[config.mk]
export PLATFORM = sky130hd
export DESIGN_NAME = cordic_scheduler
export DESIGN_NICKNAME = d
export VERILOG_FILES = /design/src/rtl/cordic_sched_pkg.sv /design/src/rtl/rr_arbiter.sv /design/src/rtl/cordic_scheduler.sv
export SDC_FILE = /design/constraint.sdc
export NUM_CORES = 1
export LEC_CHECK = 0
export CORE_AREA = 2 2 136 138
export CTS_BUF_LIST = sky130_fd_sc_hd__clkbuf_16
export CTS_CLUSTER_SIZE = 24
export DETAILED_ROUTE_END_ITERATION = 16
export DIE_AREA = 0 0 138 140
export PLACE_DENSITY = 0.73
export RECOVER_POWER = 25
export SLEW_MARGIN = 20
export SYNTH_ARGS = -nofsm -noshare
export SYNTH_HDL_FRONTEND = slang
export SYNTH_SLANG_ARGS = --single-unit
[constraint.sdc]
create_clock -name clk -period 3.5 [get_ports clk]
set_input_delay 0.875 -clock clk [delete_from_list [all_inputs] [get_ports clk]]
set_output_delay 0.875 -clock clk [all_outputs]
set_load 0.03 [all_outputs]
[src/rtl/cordic_sched_pkg.sv]
// Shared types and helpers for the CORDIC scheduler slice.
// Defines the word width, the FSM encoding and the ID-width helper.
package cordic_sched_pkg;

    localparam int W = 16;

    typedef enum logic [1:0] {
        IDLE  = 2'd0,
        RUN   = 2'd1,
        DRAIN = 2'd2
    } state_t;

    function automatic int id_width(int n);
        return (n > 1) ? $clog2(n) : 1;
    endfunction

endpackage

[src/rtl/rr_arbiter.sv]
// Rotating-priority arbiter: first requester at or above ptr wins.
module rr_arbiter
    import cordic_sched_pkg::*;
#(
    parameter int NUM_REQ = 4,
    localparam int IW = id_width(NUM_REQ)
) (
    input  logic [NUM_REQ-1:0] req,
    input  logic [IW-1:0]      ptr,
    input  logic               enable,
    output logic [NUM_REQ-1:0] gnt
);

    logic hit;

    always_comb begin
        gnt = '0;
        hit = 1'b0;
        for (int i = 0; i < NUM_REQ; i++) begin
            if (!hit && req[i] && i >= int'(ptr)) begin
                gnt[i] = 1'b1;
                hit = 1'b1;
            end
        end
        // wrap-around pass for requesters below the pointer
        for (int i = 0; i < NUM_REQ; i++) begin
            if (!hit && req[i] && i < int'(ptr)) begin
                gnt[i] = 1'b1;
                hit = 1'b1;
            end
        end
        if (!enable) gnt = '0;
    end

endmodule

[src/rtl/cordic_scheduler.sv]
// Shares one CORDIC pipeline among NUM_REQ requesters.
// Tags each issued op with its requester ID and returns tagged results.
module cordic_scheduler
    import cordic_sched_pkg::*;
#(
    parameter int M = 6,
    parameter int N = 10,
    parameter int NUM_REQ = 4,
    parameter int PIPE_LAT = 11,
    localparam int WD = M + N,
    localparam int IW = id_width(NUM_REQ),
    localparam int CW = $clog2(PIPE_LAT + 2)
) (
    input  logic                  clk,
    input  logic                  rst_n,
    input  logic [NUM_REQ-1:0]    req_valid,
    output logic [NUM_REQ-1:0]    req_ready,
    input  logic [NUM_REQ*WD-1:0] req_x,
    input  logic [NUM_REQ*WD-1:0] req_y,
    input  logic [NUM_REQ*WD-1:0] req_z,
    input  logic                  drain,
    output logic                  busy,
    output logic [WD-1:0]         pipe_x0,
    output logic [WD-1:0]         pipe_y0,
    output logic [WD-1:0]         pipe_z0,
    input  logic [WD-1:0]         pipe_out_x,
    input  logic [WD-1:0]         pipe_out_y,
    input  logic [WD-1:0]         pipe_out_z,
    output logic                  res_valid,
    output logic [IW-1:0]         res_id,
    output logic [WD-1:0]         res_x,
    output logic [WD-1:0]         res_y,
    output logic [WD-1:0]         res_z
);

    typedef struct packed {
        logic          valid;
        logic [IW-1:0] id;
    } tag_t;

    state_t        state, state_nxt;
    logic [IW-1:0] rr_ptr, gid;
    logic [CW-1:0] cnt, cnt_nxt;
    tag_t          tag [PIPE_LAT+1];
    logic          issue, retire;

    rr_arbiter #(.NUM_REQ(NUM_REQ)) u_arb (
        .req    (req_valid),
        .ptr    (rr_ptr),
        .enable (~drain),
        .gnt    (req_ready)
    );

    assign issue  = |(req_valid & req_ready);
    assign retire = tag[PIPE_LAT].valid;
    assign busy   = (cnt != '0);

    always_comb begin
        gid = '0;
        for (int i = 0; i < NUM_REQ; i++)
            if (req_ready[i]) gid = IW'(i);
    end

    always_comb begin
        cnt_nxt = cnt;
        if (issue && !retire)      cnt_nxt = cnt + 1'b1;
        else if (!issue && retire) cnt_nxt = cnt - 1'b1;
    end

    always_comb begin
        state_nxt = state;
        unique case (state)
            IDLE: begin
                if (drain && cnt_nxt != '0) state_nxt = DRAIN;
                else if (issue)             state_nxt = RUN;
            end
            RUN: begin
                if (cnt_nxt == '0) state_nxt = IDLE;
                else if (drain)    state_nxt = DRAIN;
            end
            DRAIN: begin
                if (cnt_nxt == '0) state_nxt = IDLE;
                else if (!drain)   state_nxt = RUN;
            end
            default: state_nxt = IDLE;
        endcase
    end

    always_ff @(posedge clk or negedge rst_n) begin
        if (!rst_n) begin
            state   <= IDLE;
            rr_ptr  <= '0;
            cnt     <= '0;
            pipe_x0 <= '0;
            pipe_y0 <= '0;
            pipe_z0 <= '0;
        end else begin
            state <= state_nxt;
            cnt   <= cnt_nxt;
            if (issue) begin
                rr_ptr  <= (int'(gid) == NUM_REQ - 1) ? '0 : gid + 1'b1;
                pipe_x0 <= req_x[gid*WD +: WD];
                pipe_y0 <= req_y[gid*WD +: WD];
                pipe_z0 <= req_z[gid*WD +: WD];
            end
        end
    end

    // tag[PIPE_LAT] lines up with the pipeline output word
    always_ff @(posedge clk or negedge rst_n) begin
        if (!rst_n) begin
            for (int k = 0; k <= PIPE_LAT; k++) tag[k] <= '0;
            res_valid <= 1'b0;
            res_id    <= '0;
            res_x     <= '0;
            res_y     <= '0;
            res_z     <= '0;
        end else begin
            tag[0] <= issue ? tag_t'{valid: 1'b1, id: gid} : '0;
            for (int k = 1; k <= PIPE_LAT; k++) tag[k] <= tag[k-1];
            res_valid <= retire;
            res_id    <= tag[PIPE_LAT].id;
            if (retire) begin
                res_x <= pipe_out_x;
                res_y <= pipe_out_y;
                res_z <= pipe_out_z;
            end
        end
    end

endmodule

==> impl_results.md <==
- Placement Setup Slack: 0.1850 ns
- Register area share after synthesis: 0.5346
- Die ar.: 19,320 um2
- Vias in the first global route: 6,148
- Crit end category: primary output
- Largest family of logic cells by synthesized area: multiplexers
- Worst vdd ir: 0.3647 mV
- Gate Count Post-Synth: 585
- Syn nets: 836
- Initial antenna violation count: 0
- Post-synthesis mux area share: 0.1670
- Via count: 5,852
- Drt wl/cell: 18.89 um
- Synthesized flop and latch total: 141
- Reg2reg start: rr_ptr[1]
- Count of hold buffers inserted by post-cts repair: 0
- Synth warn: 0
- RePlAce Congestion: 0.7971
- Sequential share of power: 0.358
- Area growth syn-to-layout: 65.25%
- Starting Density: 0.3712
- Req. time, crit path: 2.62 ns
- Async set-or-reset flop fraction in the synthesized netlist: 1.000
- EDFF count, synth: 0
- Layout Utilization: 0.6134
- Fill cell count: 1,458
- Clock sinks: 141
- Post-route minimum period: 3.317 ns
- Final net count: 1,172
- Cell mode on critical path: nor2_1
- Area after DPL: 10,340 um2
- First-pass iteration count of the detailed router: 5
- Setup-failing EPs final: 0
- Sw Share: 0.3331
- CTS H-Tree Depth: 4
- P_leak: 4.387 nW
- Area of the multi-input gates: 2840 um2
- RSZ-0062 raised after global routing: false
- Reg clk slew, reported paths: 0.06 ns
- Sequential cell area: 3530 um2
- CP startpoint kind: input pin
- CTS buffer count: 17
- Post-CTS setup buffer count: 0
- Pwr dens: 527.1 nW/um2
- Row count: 49
- Ant diodes: 0
- Commonest cells post-synth: nor2_1 (156), dfrtp_1 (141), mux2_2 (80), a211oi_1 (49), o2bb2ai_1 (48)
- Syn avg cell area: 11.28 um2
- Worst skew pair latency: 0.42 ns
- Pins Over Slew Limit: 65
- Final worst path period share: 0.9478
- Cell variety after synth: 37
- Resized Gates After CTS: 0
- Routed vias/inst: 5.032
- IO buf count: 350
- Final setup margin: 0.1826 ns
- Crit path cell chain: clkdlybuf4s50_1 -> nor2_1 -> o21ai_0 -> a21bo_2 -> nor2_1 -> buf_12
- Pint: 3.834 mW
- Maximum number of pins on one net before global-route repair: 66
- Worst Setup SP: req_valid[0]
- Die W: 138 um
- Global-route wire length before repair: 34.78 mm
- Power share of the clock group: 0.304
- DRT iter0 DRCs: 212
- Outcome: finished, violations left
- DPL Wire Length: 16.15 mm
- Die height: 140 um
- Crit-path slowest cell: clkdlybuf4s50_1
- Top cell type's share of synthesized area: 0.5346
- IO Count: 351
- Synth Area in Adders: 0.008720
- Hold Path Class: flip-flop to flip-flop
- Crit Path Max Fanout: 11
- Failing checks: max-capacitance violations, max-slew violations
- Delay-heaviest family, CP: buffers and inverters
- Min-Delay Startpoint: tag[24]
- Total track usage: 0.2305
- Rel. slew slack: -0.08929
- Post-route DRC violation count: 0
- Non-filler cells, final: 1,163
- Post-Layout Inst Area: 10,910 um2
- Count leader, synth: nor2_1
- DRT Wirelength: 21.97 mm
- Worst-Margin Slew: 1.634 ns
- Critical path class: input pin to primary output
- Layout cell share with drive strength beyond 1: 0.1499
- Antenna Violating Nets Remaining: 0
- Mapped Area: 6600 um2
- Final hold viol count: 0
- Fmax: 0.3014 GHz
- Clock Tree Buf Depth: 2
- Compound-gate portion of the synthesized area: 0.1393
- Setup skew after layout: 0.007442 ns
- XOR/XNOR Fraction of Synth Area: 0.005308
- Simple-Gate Fraction of Synth Area: 0.1045
- Placed Instances: 1,131
- Max Cap Viol: 1
- Setup TNS: 0 ns
- Most used DFF post-synth: dfrtp_1
- Crit path buffers/inverters: 2
- Largest area contributor in the netlist: dfrtp_1
- Comb power frac: 0.337
- Core area: 17,780 um2
- NetSw: 1.915 mW
- Largest cells by area after synthesis: dfrtp_1 (53%), mux2_2 (14%), nor2_1 (8.9%), o2bb2ai_1 (6.4%), a211oi_1 (5.6%)
- Arr. time, crit path: 2.44 ns
- Clock tree from TritonCTS: built
- CP max stage delay: 0.64 ns
- Clock root buffer: clkbuf_16
- Overflow after GRT: 0
## state kept, by name, indices dropped and copies added, names as in the netlist
register	cells
pipe_y0	16
res_z	16
cnt	4
res_id	2
rr_ptr	2
pipe_x0	16
pipe_z0	16
res_y	16
res_valid	1
res_x	16
retire	1
tag	35
## through the flow
stage | hold WS [ns] | total power [mW]
after floorplan | 0.3312 | 3.103
after global placement | 0.3321 | 4.016
after detailed placement | 0.3363 | 4.051
after CTS | 0.3490 | 5.835
after global routing | 0.3475 | 6.058
final | 0.3437 | 5.749
## cell usage in the layout (no fill, tap or decap), types with 2 or more instances in the layout
cell type        instances
nand2_1                  2
clkbuf_16               17
inv_1                    6
clkdlybuf4s50_1        344
nor2_1                 155
o2bb2ai_1               48
buf_4                   13
dfrtp_1                140
inv_6                    6
xnor2_1                  3
buf_12                   5
nor2b_1                  3
mux2_2                  80
clkinvlp_4               2
inv_8                    2
a21oi_1                  6
a211oi_1                49
ha_1                     3
clkinv_4                 3
mux2_1                  17
o21ai_0                  5
## layer usage
layer,vias up,wire length (um),part of all wire,global-route usage
met2,275,10830,0.49,0.3846
met5,-,0,0,0
met3,37,1707,0.078,0.07624
met1,2797,8758,0.40,0.2758
met4,0,678,0.031,0.09398
li1,2743,-,-,-
## layout make-up
type | instances | share of cell area
clock buffer | 17 | 0.03900
clock inverter | 15 | 0.01388
inverter | 6 | 0.002065
multi-input combinational | 391 | 0.2604
sequential | 141 | 0.3236
tap | 229 | 0.02627
timing repair buffer | 364 | 0.3347
## final timing paths
| kind | to | depth (start not counted) | slack, ns |
|---|---|---|---|
| worst max-delay path | req_ready[2] | 6 | 0.18 |
| worst min-delay path | tag[21] | 0 | 0.34 |
| worst max register to register | pipe_z0[5] | 6 | 1.47 |
| worst min register to register | tag[21] | 0 | 0.34 |
| max in group asynchronous | tag[19] | 2 | 1.54 |
| min in group asynchronous | res_x[8] | 1 | 0.87 |
## kinds of logic after synthesis
kind of cell | after synthesis
AND/OR/NAND/NOR | 169
flip-flops | 141
AO/OA/AOI/OAI | 116
multiplexers | 98
buffers and inverters | 53
XOR/XNOR | 4
adder cells (fa/ha/maj) | 4
## power groups by stage
stage | logic [mW] | registers (mW) | clock network, mW
2_1_floorplan | 0.669 | 2.43 | 0
3_3_place_gp | 1.94 | 2.08 | 0
3_5_place_dp | 1.96 | 2.09 | 0
4_1_cts | 1.97 | 2.06 | 1.80
5_1_grt | 2.08 | 2.10 | 1.88
6_report | 1.94 | 2.06 | 1.75
## worst register-to-register path, cell delays in order (launching register included)
cell and delay, ns:
dfrtp_1 0.54, o21ai_1 0.19, a311oi_4 0.33, buf_4 0.36, nor2_1 0.10, a211oi_1 0.28, o2bb2ai_1 0.11
No activity file was read; power rests on OpenSTA's default activity.
